==> config.mk <==
export PLATFORM = sky130hd
export DESIGN_NAME = lsu_apb_master
export DESIGN_NICKNAME = d
export VERILOG_FILES = /design/src/rtl/lsu_pkg.sv /design/src/rtl/lsu_load_align.sv /design/src/rtl/lsu_apb_master.sv
export SDC_FILE = /design/constraint.sdc
export NUM_CORES = 1
export LEC_CHECK = 0
export CAP_MARGIN = 10
export CORE_UTILIZATION = 40
export CTS_CLUSTER_SIZE = 14
export DETAILED_ROUTE_END_ITERATION = 7
export PLACE_DENSITY = 0.86
export SLEW_MARGIN = 5
export SYNTH_ARGS = -nofsm -noshare
export SYNTH_HDL_FRONTEND = slang
export SYNTH_SLANG_ARGS = --single-unit
==> constraint.sdc <==
create_clock -name clk -period 4 [get_ports clk]
set_input_delay 0.8 -clock clk [delete_from_list [all_inputs] [get_ports clk]]
set_output_delay 0.8 -clock clk [all_outputs]
set_load 0.1 [all_outputs]
==> src/rtl/lsu_pkg.sv <==
`default_nettype none
// ============================================================================
// Module   : lsu_pkg
// Purpose  : Shared load/store types, FSM encoding and strobe/legality helpers.
// Revision : 1.0
// ============================================================================
package lsu_pkg;

    typedef enum logic [1:0] {
        ST_SB = 2'b00,
        ST_SH = 2'b01,
        ST_SW = 2'b10
    } store_type_e;

    typedef enum logic [2:0] {
        LD_LB  = 3'b000,
        LD_LH  = 3'b001,
        LD_LW  = 3'b010,
        LD_LBU = 3'b100,
        LD_LHU = 3'b101
    } load_type_e;

    typedef enum logic [1:0] {
        S_IDLE   = 2'b00,
        S_SETUP  = 2'b01,
        S_ACCESS = 2'b10,
        S_RESP   = 2'b11
    } state_e;

    function automatic logic [3:0] lsu_strobe(input logic [1:0] store_type,
                                              input logic [1:0] offset);
        logic [3:0] strb;
        case (store_type)
            ST_SB:   strb = 4'b0001 << offset;
            ST_SH:   strb = 4'b0011 << {offset[1], 1'b0};
            default: strb = 4'b1111;
        endcase
        return strb;
    endfunction

    // Unknown type codes and accesses not naturally aligned to their size.
    function automatic logic lsu_illegal(input logic       we,
                                         input logic [1:0] offset,
                                         input logic [1:0] store_type,
                                         input logic [2:0] load_type);
        logic bad;
        if (we) begin
            case (store_type)
                ST_SB:   bad = 1'b0;
                ST_SH:   bad = offset[0];
                ST_SW:   bad = |offset;
                default: bad = 1'b1;
            endcase
        end else begin
            case (load_type)
                LD_LB, LD_LBU: bad = 1'b0;
                LD_LH, LD_LHU: bad = offset[0];
                LD_LW:         bad = |offset;
                default:       bad = 1'b1;
            endcase
        end
        return bad;
    endfunction

endpackage
`default_nettype wire

==> src/rtl/lsu_load_align.sv <==
`default_nettype none
// ============================================================================
// Module   : lsu_load_align
// Purpose  : Selects the addressed byte/halfword lane of PRDATA and extends it.
// Revision : 1.0
// ============================================================================
module lsu_load_align
    import lsu_pkg::*;
(
    input  logic [31:0] prdata,
    input  logic [1:0]  offset,
    input  logic [2:0]  load_type,
    output logic [31:0] data
);

    logic [31:0] w_shifted;
    logic [7:0]  w_byte;
    logic [15:0] w_half;

    always_comb begin
        w_shifted = prdata >> {offset, 3'b000};
        w_byte    = w_shifted[7:0];
        w_half    = offset[1] ? prdata[31:16] : prdata[15:0];
        case (load_type)
            LD_LB:   data = {{24{w_byte[7]}}, w_byte};
            LD_LH:   data = {{16{w_half[15]}}, w_half};
            LD_LBU:  data = {24'h0, w_byte};
            LD_LHU:  data = {16'h0, w_half};
            default: data = prdata;
        endcase
    end

endmodule
`default_nettype wire

==> src/rtl/lsu_apb_master.sv <==
`default_nettype none
// ============================================================================
// Module   : lsu_apb_master
// Purpose  : Turns one core load/store request into a single APB transfer.
// Revision : 1.0
// ============================================================================
module lsu_apb_master
    import lsu_pkg::*;
#(
    parameter int unsigned TIMEOUT_CYCLES = 16
) (
    input  logic        clk,
    input  logic        reset,
    input  logic        req,
    input  logic        we,
    input  logic [31:0] addr,
    input  logic [31:0] wdata,
    input  logic [1:0]  storeType,
    input  logic [2:0]  loadType,
    output logic        busy,
    output logic        done,
    output logic        err,
    output logic [31:0] rdata,
    output logic [31:0] PADDR,
    output logic        PSEL,
    output logic        PENABLE,
    output logic        PWRITE,
    output logic [31:0] PWDATA,
    output logic [3:0]  PSTRB,
    input  logic [31:0] PRDATA,
    input  logic        PREADY,
    input  logic        PSLVERR
);

    localparam int c_CNT_W = $clog2(TIMEOUT_CYCLES + 1);

    state_e             r_state;
    logic               r_we;
    logic [1:0]         r_offset;
    logic [2:0]         r_load_type;
    logic [c_CNT_W-1:0] r_wait_cnt;
    logic               r_busy;
    logic               r_done;
    logic               r_err;
    logic [31:0]        r_rdata;
    logic [31:0]        r_paddr;
    logic               r_psel;
    logic               r_penable;
    logic               r_pwrite;
    logic [31:0]        r_pwdata;
    logic [3:0]         r_pstrb;

    logic [31:0]        w_pwdata;
    logic [31:0]        w_load_data;
    logic               w_illegal;

    always_comb begin
        w_illegal = lsu_illegal(we, addr[1:0], storeType, loadType);
        case (storeType)
            ST_SB:   w_pwdata = {4{wdata[7:0]}};
            ST_SH:   w_pwdata = {2{wdata[15:0]}};
            default: w_pwdata = wdata;
        endcase
    end

    lsu_load_align u_load_align (
        .prdata    (PRDATA),
        .offset    (r_offset),
        .load_type (r_load_type),
        .data      (w_load_data)
    );

    always_ff @(posedge clk or posedge reset) begin
        if (reset) begin
            r_state     <= S_IDLE;
            r_we        <= 1'b0;
            r_offset    <= 2'b00;
            r_load_type <= 3'b000;
            r_wait_cnt  <= '0;
            r_busy      <= 1'b0;
            r_done      <= 1'b0;
            r_err       <= 1'b0;
            r_rdata     <= 32'h0;
            r_paddr     <= 32'h0;
            r_psel      <= 1'b0;
            r_penable   <= 1'b0;
            r_pwrite    <= 1'b0;
            r_pwdata    <= 32'h0;
            r_pstrb     <= 4'h0;
        end else begin
            r_done <= 1'b0;
            case (r_state)
                S_IDLE: begin
                    if (req) begin
                        r_busy      <= 1'b1;
                        r_we        <= we;
                        r_offset    <= addr[1:0];
                        r_load_type <= loadType;
                        r_wait_cnt  <= '0;
                        r_rdata     <= 32'h0;
                        if (w_illegal) begin
                            // Rejected without any bus activity.
                            r_state <= S_RESP;
                            r_done  <= 1'b1;
                            r_err   <= 1'b1;
                        end else begin
                            r_state   <= S_SETUP;
                            r_err     <= 1'b0;
                            r_psel    <= 1'b1;
                            r_penable <= 1'b0;
                            r_paddr   <= {addr[31:2], 2'b00};
                            r_pwrite  <= we;
                            r_pwdata  <= we ? w_pwdata : 32'h0;
                            r_pstrb   <= we ? lsu_strobe(storeType, addr[1:0]) : 4'h0;
                        end
                    end
                end
                S_SETUP: begin
                    r_state   <= S_ACCESS;
                    r_penable <= 1'b1;
                end
                S_ACCESS: begin
                    if (PREADY) begin
                        r_state    <= S_RESP;
                        r_psel     <= 1'b0;
                        r_penable  <= 1'b0;
                        r_done     <= 1'b1;
                        r_err      <= PSLVERR;
                        r_rdata    <= (PSLVERR || r_we) ? 32'h0 : w_load_data;
                        r_wait_cnt <= '0;
                    end else if (r_wait_cnt == c_CNT_W'(TIMEOUT_CYCLES)) begin
                        r_state    <= S_RESP;
                        r_psel     <= 1'b0;
                        r_penable  <= 1'b0;
                        r_done     <= 1'b1;
                        r_err      <= 1'b1;
                        r_rdata    <= 32'h0;
                        r_wait_cnt <= '0;
                    end else begin
                        r_wait_cnt <= r_wait_cnt + 1'b1;
                    end
                end
                S_RESP: begin
                    r_state <= S_IDLE;
                    r_busy  <= 1'b0;
                    r_err   <= 1'b0;
                    r_rdata <= 32'h0;
                end
            endcase
        end
    end

    assign busy    = r_busy;
    assign done    = r_done;
    assign err     = r_err;
    assign rdata   = r_rdata;
    assign PADDR   = r_paddr;
    assign PSEL    = r_psel;
    assign PENABLE = r_penable;
    assign PWRITE  = r_pwrite;
    assign PWDATA  = r_pwdata;
    assign PSTRB   = r_pstrb;

endmodule
`default_nettype wire

-- Word-level counts from Yosys, hierarchy flattened
Index checks and enable logic that the tools add are counted.
- mux-type cells: 42
- $add $sub $neg: 1
- divide/modulo/power cells: 0
- $lt $le $gt $ge: 0
- reduce and logical (&&, ||, !) cells: 20
- eq/ne operators: 16
- shift operators: 3
- bitwise logic cells: 1
- multipliers: 0
- operators with widths (operator ; number):
    $mux W32 ; 5
    $pmux W32 S4 ; 1
    $pmux W32 S3 ; 1
    $pmux W32 S2 ; 1
    $shr A32 B5 Y8 ; 1
    $mux W16 ; 1
    $mux W1 ; 15
    $mux W5 ; 3
    $eq A3 B3 Y1 const B ; 4
    $pmux W1 S3 ; 4
    $pmux W5 S2 ; 1
    $mux W2 ; 4
    $pmux W2 S4 ; 1
    $pmux W4 S2 ; 1
    $reduce_and A2 Y1 ; 4
    $reduce_and A4 Y1 ; 2
    $eq A2 B2 Y1 const B ; 3
    $eq A3 B1 Y1 const B ; 2
    $logic_not A3 Y1 ; 2
    $pmux W1 S2 ; 3
    $reduce_and A3 Y1 ; 2
    $reduce_bool A3 Y1 ; 2
    $reduce_or A2 Y1 ; 3
    $add A5 B1 Y5 const B ; 1
    12 further kinds ; 16
- memories kept: 0
- logic and storage cells: 98
- latch bits: 0
- bits of input ports: 107
- bits in read-only memories: 0
- output and inout port bits: 106
- memory bits (writable): 0
- bits in registers: 117

-- Longest topological paths before layout
Gate-level depths: netlist of run 1.
- depth in word-level cells: 7
- depth in mapped cells: 10
- depth with buffers taken out: 6

-- By module
A second synthesis of run 1 with hierarchy kept.
- cells, all modules: 563
- area, all modules: 5886.9 um2
- modules (own cells, without submodules) (module ; cells each ; area each (um2) ; times used ; sequential area each (um2)):
    lsu_apb_master ; 445 ; 5087.4 ; 1 ; 2927.8
    lsu_load_align ; 118 ; 799.5 ; 1 ; 0.0

-- Worst setup path after synthesis of run 1
OpenSTA, ideal clock, no wires.
- path type: input -> register
- from: input storeType[0]
- to: register r_pwdata[0], in the netlist PWDATA[0]
- setup slack: 1.746 ns
- arrival time: 2.132 ns
- path buffers: 2
- cell stages on the path: 6
- data required time: 3.878 ns
- library setup time: 0.122 ns
- path through: buf_2 o21a_1 o221a_4 or3_1 buf_2 a22o_1
- longest elaborated chain between the ends: 5
- elaborated cells between the ends (all ways): 7
- those cells by class: eq/ne (2); mux (2); bitwise (1); reduce/logical (2)
- RTL lines (item ; RTL line ; text):
    start: declaration ; lsu_apb_master.sv:18 ; input logic [1:0] storeType,
    $eq A2 B2 Y1 (tied with other cells) ; lsu_pkg.sv:48 ; case (store_type)
    $pmux W1 S3 (*) ; lsu_pkg.sv:48 ;
    $mux W1 (*) ; lsu_pkg.sv:47 ; if (we) begin
    $not A1 Y1 (no line) (*) ; -- ;
    $reduce_and A3 Y1 (no line) (*) ; -- ;
    end signal: assignment ; lsu_apb_master.sv:113 ; r_pwdata <= we ? w_pwdata : 32'h0;
    end: declaration ; lsu_apb_master.sv:50 ; logic [31:0] r_pwdata;
Mark *: on every way between the ends. The rest lies on a longest branch, timed or not.
A chain may end at the register's enable or synchronous reset.

-- Worst setup path in the final report of run 1
- from: input PREADY
- to: register r_rdata[23], in the netlist rdata[23]
- longest elaborated chain between the ends: 2
- elaborated cells between the ends (all ways): 4
- those cells by class: eq/ne (1); mux (2); reduce/logical (1)
- RTL lines (item ; RTL line ; text):
    start: declaration ; lsu_apb_master.sv:31 ; input logic PREADY,
    $ne A3 B3 Y1 (no line) or $mux W32 (tied branches) ; -- ;
    $reduce_and A3 Y1 (no line) or $pmux W32 S3 (tied branches) ; -- ;
    end signal: assignment ; lsu_apb_master.sv:129 ; r_rdata <= (PSLVERR || r_we) ? 32'h0 : w_load_data;
    end: declaration ; lsu_apb_master.sv:45 ; logic [31:0] r_rdata;
Parallel ways exist; a longest one is shown, timed or not.

==> metrics, run 1 <==
clk slew on worst S/H paths 0.05 ns; initial DRC count approximately 310; Hold WC Path Type register to register; final period utilization about 71%; via count between 4000 and 5000; CTS Hold Buffers Added 0; I/O pin count between 200 and 250; Clock Sinks between 100 and 150; number of antenna violations at the first check in global routing 0; die area between 0.01 and 0.015 mm^2; total global routing overflow 0; most common cell in the netlist dfrtp_1; multiplexer share of the synthesized area between 10% and 20%; Clk Latency, worst-skew pair about 0.4 ns; worst r2r path cells 6; clk root buf clkbuf_16; Critical Path RT approximately 4.3 ns; port bufs 210; final slew viol count 0; H-tree depth 4; number of flops mapped to enable cells by yosys 0; Synth Flop Type dfrtp_1; post-synth top area share 52.75%; WL final ~16 mm; min cycle time layout between 2 and 3 ns; synthesized area between 0.005 and 0.006 mm^2; Cell Rows 42; worst-path fanout max 16; Layout fillers roughly 1000; sequential area share after synthesis 52.75%; Worst EP arrival between 3 and 4 ns; # resized after CTS 0; die width approximately 120 um; TNS Setup 0 ns; CTS tree done; Synthesis Warnings 0; complex-gate fraction of the synthesized area between 15 and 20%; simple-gate area share of the yosys netlist roughly a tenth; Max-slew headroom around 17%; pin count of the biggest net entering global routing 69; Final setup viols 0; Pre-antenna DRT Iters 5; Area Growth Syn to Fin 49.89%; status finished clean; post-DP HPWL between 10 and 15 mm; XOR/XNOR Fraction of Synth Area 0%; initial core utilization 41.42%; Max Freq 353.9 MHz; share of cells above drive strength 1 roughly a tenth; Total GRT Usage roughly 23%; syn_area_per_cell about 11 um^2; nets around 800; CP startpoint kind input pin; DR WL/cell 18.73 um; leading post-synthesis cells by cell area dfrtp_1, mux2i_1, mux2_2, nand2_1, o2bb2ai_1; RSZ-0062 raised after global routing no; first-pass GRT wire length about 26 mm; ANT nets after route 0; cts bufs inserted 17; Synth async-reset ratio 100.0%; number of post-CTS setup repair buffers 0; CP Class input pin to register; Hold Path Cell Cnt 2; Max Cap Viol 0; CORE AREA 0.01340 mm^2; Via density between 5 and 6; Synth cell types 54; post-synth top area cell dfrtp_1; synth cell count leaders dfrtp_1, nand2_1, mux2i_1; clock skew about 0.0088 ns; vias in the first global route roughly 5000; Die Y 119.8 um; Final Hold Viols 0; Mapped Cells roughly 480; Worst setup EP type register; drc violations 0; Longest Clk Path Bufs 2; Slew @ Worst Pin ~1.2 ns; gpl congestion about 0.86; Synth Area in Adders around 1.4%; antenna cells 0; #FFs+latches synth approximately 120; largest family of logic cells by synthesized area compound AO/OA/AOI/OAI gates
metrics by stage:
stage	instance area (um^2)	utilization (%)	hold slack [ns]	worst slack (ns)	cells
floorplan	5554	-	0.4383	0.09923	485
global placement	7767	57.96	0.4660	0.8996	843
detailed placement	7767	57.96	0.4706	0.7821	843
CTS	8319	62.08	0.4814	1.181	870
global route	8319	62.08	0.5030	1.002	870
finish	8319	62.08	0.4780	1.174	870
placed cells by master, fill, tap and decap left out, drive strengths merged, types with 7 or more instances in the layout:
cell | synthesis | final
a22oi | 17 | 17
nor2 | 8 | 8
clkdlybuf4s50 | 0 | 210
nand2 | 54 | 54
a21oi | 13 | 13
o21ai | 36 | 36
inv | 11 | 11
a22o | 17 | 17
nand2b | 15 | 15
nor2b | 9 | 9
o2bb2ai | 22 | 22
clkbuf | 17 | 22
o221ai | 7 | 7
dfrtp | 117 | 117
mux2 | 34 | 34
mux2i | 38 | 38
cells by family (layout without fill, tap and decap cells):
| family | count (synthesis) | in the layout |
|---|---|---|
| compound gates | 132 | 132 |
| fa+ha+maj | 6 | 6 |
| buf+inv | 45 | 254 |
| flops | 117 | 117 |
| mux | 73 | 73 |
| other cells | 1 | 2 |
| simple gates | 110 | 110 |
final cells by class:
class / count / area, um^2 / share of cell area, %
clock buffer: 22 / 474.2 / 5.700
clock inverter: 5 / 77.57 / 0.9325
inverter: 11 / 43.79 / 0.5264
multi-input combinational: 323 / 2404 / 28.89
sequential: 117 / 2928 / 35.19
tap: 176 / 220.2 / 2.647
timing repair buffer: 216 / 2172 / 26.11
sequential cells by signal, summed over array words and instances (netlist names):
| register | flops |
|---|---|
| r_load_type | 3 |
| busy | 1 |
| done | 1 |
| PWRITE | 1 |
| err | 1 |
| r_state | 2 |
| PADDR | 30 |
| PENABLE | 1 |
| rdata | 32 |
| PWDATA | 32 |
| PSTRB | 4 |
| PSEL | 1 |
| r_wait_cnt | 5 |
| r_offset | 2 |
| r_we | 1 |
layer usage:
layer | GRT usage, % | share of wire (%) | up-vias
li1 | - | - | 2172
met1 | 27.66 | 40 | 2335
met2 | 39.20 | 50 | 230
met3 | 7.224 | 8.1 | 25
met4 | 8.906 | 2.0 | 0
met5 | 0 | 0 | -
path summary, 6_finish.rpt:
path	startpoint	end	slack, ns
max	PREADY	rdata[23]	1.17
min	rdata[5]	rdata[5]	0.48
max reg2reg	r_state[0]	rdata[23]	1.23
min reg2reg	rdata[5]	rdata[5]	0.48
max in group asynchronous	reset	rdata[4]	2.30
min in group asynchronous	reset	PADDR[7]	0.92
critical path: stages:
cell and delay [ns]:
clkdlybuf4s50_1 0.57, and4bb_1 0.44, nor3b_2 0.65, nand4_2 0.48, nand2_1 0.20
Power of run 1 is not shown: default switching activity piles up to over one toggle a cycle in this logic, so the estimate is an artifact.
==> run 2, diff against run 1 <==
--- a/config.mk
+++ b/config.mk
@@ -6,10 +6,10 @@
 export NUM_CORES = 1
 export LEC_CHECK = 0
 export CAP_MARGIN = 10
-export CORE_UTILIZATION = 40
+export CORE_UTILIZATION = 44
 export CTS_CLUSTER_SIZE = 14
 export DETAILED_ROUTE_END_ITERATION = 7
-export PLACE_DENSITY = 0.86
+export PLACE_DENSITY = 0.89
 export SLEW_MARGIN = 5
 export SYNTH_ARGS = -nofsm -noshare
 export SYNTH_HDL_FRONTEND = slang
==> constraint.sdc (replaced) <==
create_clock -name clk -period 2.7 [get_ports clk]
set_input_delay 0.54 -clock clk [delete_from_list [all_inputs] [get_ports clk]]
set_output_delay 0.54 -clock clk [all_outputs]
set_load 0.1 [all_outputs]
==> metrics, run 2 (synthesis gave the netlist of run 1 again) <==
Layout Cells excl Fill 879 (+1.0%); clock skew 0.01497 ns (+0.006177 ns); die area 0.01307 mm^2 (-8.9%); Total GRT Usage 25.07% (+1.8 points); initial core utilization 45.64% (+4.2 points); CP Class register to register; Max Freq 443.1 MHz; port bufs 210 (unchanged); H-tree depth 4 (unchanged); post-DP HPWL 11.63 mm (-2.0%); Worst setup EP type register; worst-path fanout max 17 (+1); Final setup viols 0 (unchanged); pin count of the biggest net entering global routing 51 (-26%); final slew viol count 0 (unchanged); most frequent cells in the layout buf_4, dfrtp_1, clkdlybuf4s50_1; final period utilization ~84%; Longest Clk Path Bufs 2 (unchanged); gpl congestion 0.8548 (-0.93%); Die Y 114.3 um (-4.6%); die width 114.3 um (-4.6%); Layout fillers 921 (-12%); first-pass GRT wire length 24.98 mm (-2.8%); placed cell count 847 (+0.47%); Clk Latency, worst-skew pair 0.41 ns (about the same); Final Hold Viols 0 (unchanged); number of post-CTS setup repair buffers 0 (unchanged); DR WL/cell 18.11 um (-3.3%); Area Growth Syn to Fin 48.62%; Hold WC Path Type register to register; CP startpoint kind register; WL final 15.92 mm (-2.3%); Critical Path RT 3.02 ns (-1.30 ns); ANT nets after route 0 (unchanged); Max Cap Viol 0 (unchanged); status finished clean; initial DRC count 347 (+14%); # resized after CTS 0 (unchanged); Pre-antenna DRT Iters 5 (unchanged); Slew @ Worst Pin 0.9599 ns (-0.2811 ns); cts bufs inserted 17 (unchanged); Max-slew headroom 35.77% (+19 points); most common cell after layout, fill and taps aside buf_4; Clock Sinks 117 (unchanged); vias in the first global route 4992 (+0.14%); total global routing overflow 0 (unchanged); Via density 5.494 (+0.37%); share of cells above drive strength 1 27.29% (+17 points); number of antenna violations at the first check in global routing 0 (unchanged); drc violations 0 (unchanged); antenna cells 0 (unchanged); RSZ-0062 raised after global routing no; via count 4829 (+1.4%); CTS Hold Buffers Added 0 (unchanged); CORE AREA 0.01216 mm^2 (-9.2%); clk slew on worst S/H paths 0.05 ns (about the same); nets 811 (+1.5%); Cell Rows 40 (-4.8%); min cycle time layout about 2.3 ns; CTS tree done; Worst EP arrival 2.58 ns (-0.57 ns); TNS Setup 0 ns (unchanged); clk root buf clkbuf_16; I/O pin count 213 (unchanged)
## run 2: cell count changes in the layout (fill, tap and decap cells not counted), sizes merged
| cell | before | now |
|---|---|---|
| clkbuf | 22 | 23 |
| buf | 6 | 122 |
| bufinv | 2 | 4 |
| clkinv | 2 | 4 |
| clkinvlp | 1 | 2 |
| inv | 11 | 10 |
| clkdlybuf4s50 | 210 | 106 |
## run 2: worst paths after layout
path / start / to / slack (ns) / cells past startpoint
min in group asynchronous: reset / PADDR[27] / 0.50 / 2
hold reg to reg: rdata[4] / rdata[4] / 0.49 / 2
setup / recovery: r_state[0] / rdata[26] / 0.44 / 6
hold / removal: rdata[4] / rdata[4] / 0.49 / 2
max in group asynchronous: reset / rdata[24] / 1.60 / 3
setup reg to reg: r_state[0] / rdata[26] / 0.44 / 6
## run 2: area by class of cell
class / count / area, um^2 / share of cell area [%]
tap: 168 / 210.2 / 2.548
multi-input combinational: 323 / 2404 / 29.14
timing repair buffer: 228 / 2027 / 24.57
sequential: 117 / 2928 / 35.49
clock inverter: 9 / 147.6 / 1.790
inverter: 11 / 45.04 / 0.5460
clock buffer: 23 / 488.0 / 5.915
## run 2: per-layer routing
layer | track usage, % | wire length (um)
met2 | 41.82 | 7857
met4 | 12.64 | 480
met1 | 29.72 | 6466
met5 | 0 | 0
met3 | 7.041 | 1110
## run 2: critical path: stages (launching register included)
cell and delay [ns]:
dfrtp_1 0.41, inv_1 0.10, ha_1 0.37, and4bb_1 0.31, and4b_1 0.67, a22oi_1 0.17, nand2_1 0.14
## run 2: metrics by stage
stage | instance area, um^2 | hold slack [ns] | util (%) | setup WS, ns
after detailed placement | 7614 | 0.4751 | 62.60 | 0.1220
after global placement | 7614 | 0.4662 | 62.60 | 0.2642
after global routing | 8249 | 0.5064 | 67.83 | 0.3093
after floorplan | 5558 | 0.4383 | - | 0.7063
after CTS | 8249 | 0.4926 | 67.83 | 0.4802
final | 8249 | 0.4893 | 67.83 | 0.4431
Power of run 2 is left out for the same reason.
==> run 3, diff against run 2 <==
==> constraint.sdc (replaced) <==
create_clock -name clk -period 2.1 [get_ports clk]
set_input_delay 0.42 -clock clk [delete_from_list [all_inputs] [get_ports clk]]
set_output_delay 0.42 -clock clk [all_outputs]
set_load 0.1 [all_outputs]
==> metrics, run 3 (synthesis gave the netlist of run 1 again) <==
Layout Cells excl Fill 898 (+2.2%); Worst EP arrival 2.29 ns (-0.29 ns); initial core utilization 45.64% (unchanged); gpl congestion 0.8590 (+0.49%); CP Class input pin to register; nets 830 (+2.3%); TNS Setup 0 ns (unchanged); Longest Clk Path Bufs 2 (unchanged); WL final 16.65 mm (+4.6%); reg2reg start r_state[0]; CTS tree done; first-pass GRT wire length 26.04 mm (+4.3%); initial DRC count 427 (+23%); H-tree depth 4 (unchanged); Total GRT Usage 26.38% (+1.3 points); via count 4967 (+2.9%); clk slew on worst S/H paths 0.05 ns (about the same); ANT nets after route 0 (unchanged); most frequent cells in the layout buf_4, dfrtp_1, clkdlybuf4s50_1; clock skew 0.006196 ns (-0.008770 ns); final period utilization a little over nine tenths; post-DP HPWL 12.01 mm (+3.3%); Clk Latency, worst-skew pair 0.41 ns (about the same); CP startpoint kind input pin; Final Hold Viols 0 (unchanged); Critical Path RT 2.39 ns (-0.63 ns); Via density 5.531 (+0.68%); min cycle time layout around 2 ns; port bufs 210 (unchanged); fin util 69.29% (+1.5 points); vias in the first global route 5111 (+2.4%); drc violations 0 (unchanged); Pre-antenna DRT Iters 5 (unchanged); number of post-CTS setup repair buffers 0 (unchanged); setup slack, reg-to-reg 0.14 ns (-0.30 ns); share of cells above drive strength 1 29.18% (+1.9 points); DR WL/cell 18.54 um (+2.4%); Final setup viols 0 (unchanged); CTS Hold Buffers Added 0 (unchanged); cts bufs inserted 17 (unchanged); Clock Sinks 117 (unchanged); Cell Rows 40 (unchanged); status finished clean; Max Freq 498.1 MHz; die area 0.01307 mm^2 (unchanged); clk root buf clkbuf_16; dpl cell area 0.007781 mm^2 (+2.2%); Area Growth Syn to Fin 51.83%; RSZ-0062 raised after global routing no; CORE AREA 0.01216 mm^2 (unchanged); placed cell count 866 (+2.2%); Worst setup EP type register; worst r2r path cells 6 (unchanged); # resized after CTS 0 (unchanged); Hold WC Path Type input pin to asynchronous set/reset pin; FF-to-FF End PWDATA[31]; antenna cells 0 (unchanged); worst-path fanout max 30 (+13); Die Y 114.3 um (unchanged); pin count of the biggest net entering global routing 51 (unchanged); number of antenna violations at the first check in global routing 0 (unchanged); final slew viol count 0 (unchanged); I/O pin count 213 (unchanged); Max-slew headroom 42.60% (+6.8 points); Max Cap Viol 0 (unchanged); post-route cell area 0.008427 mm^2 (+2.2%); Slew @ Worst Pin 0.8579 ns (-0.1020 ns); most common cell after layout, fill and taps aside buf_4; total global routing overflow 0 (unchanged); die width 114.3 um (unchanged)
## run 3: changes by cell type in the layout (fill, tap and decap cells not counted), sizes merged
| cell | change |
|---|---|
| buf | +19 |
| bufinv | +1 |
| clkinvlp | -1 |
## run 3: layer usage
layer	share of wire [%]	global-route usage, %	up-vias
met5	0	0	-
met4	2.8	13.51	0
met3	7.5	7.411	32
met2	50	43.96	247
met1	40	31.22	2447
li1	-	-	2241
## run 3: layout make-up
| type | count | area (um^2) |
|---|---|---|
| clock buffers | 23 | 467.9 |
| multi-input cells | 323 | 2407 |
| fillers | 857 | 3735 |
| repair buffers | 247 | 2195 |
| flip-flops and latches | 117 | 2928 |
| inverters | 11 | 45.04 |
| clock inverters | 9 | 173.9 |
| well taps | 168 | 210.2 |
## run 3: worst max path at each step
stage                     from   endpoint  slack (ns)  depth (start not counted)
floorplan           r_state[0]  rdata[26]        0.20                          8
global placement       addr[0]  PADDR[21]       -0.20                          7
detailed placement     addr[0]  PADDR[24]       -0.31                          7
CTS                 r_state[0]  rdata[19]        0.08                          6
global route           addr[0]  PADDR[21]        0.02                          7
finish                 addr[0]  PADDR[22]        0.09                          7
## run 3: critical path, stage by stage
cell,delay (ns)
clkdlybuf4s50_1,0.56
nor4_1,0.31
nor3_1,0.11
buf_4,0.16
nor3_4,0.14
buf_12,0.22
mux2_2,0.36
## run 3: stage by stage
stage,setup WS [ns],hold slack [ns]
finish,0.09223,0.3852
global placement,-0.2029,0.4676
CTS,0.08168,0.3788
detailed placement,-0.3126,0.4738
floorplan,0.2039,0.4383
global route,0.01615,0.4092
Power of run 3 is left out for the same reason.
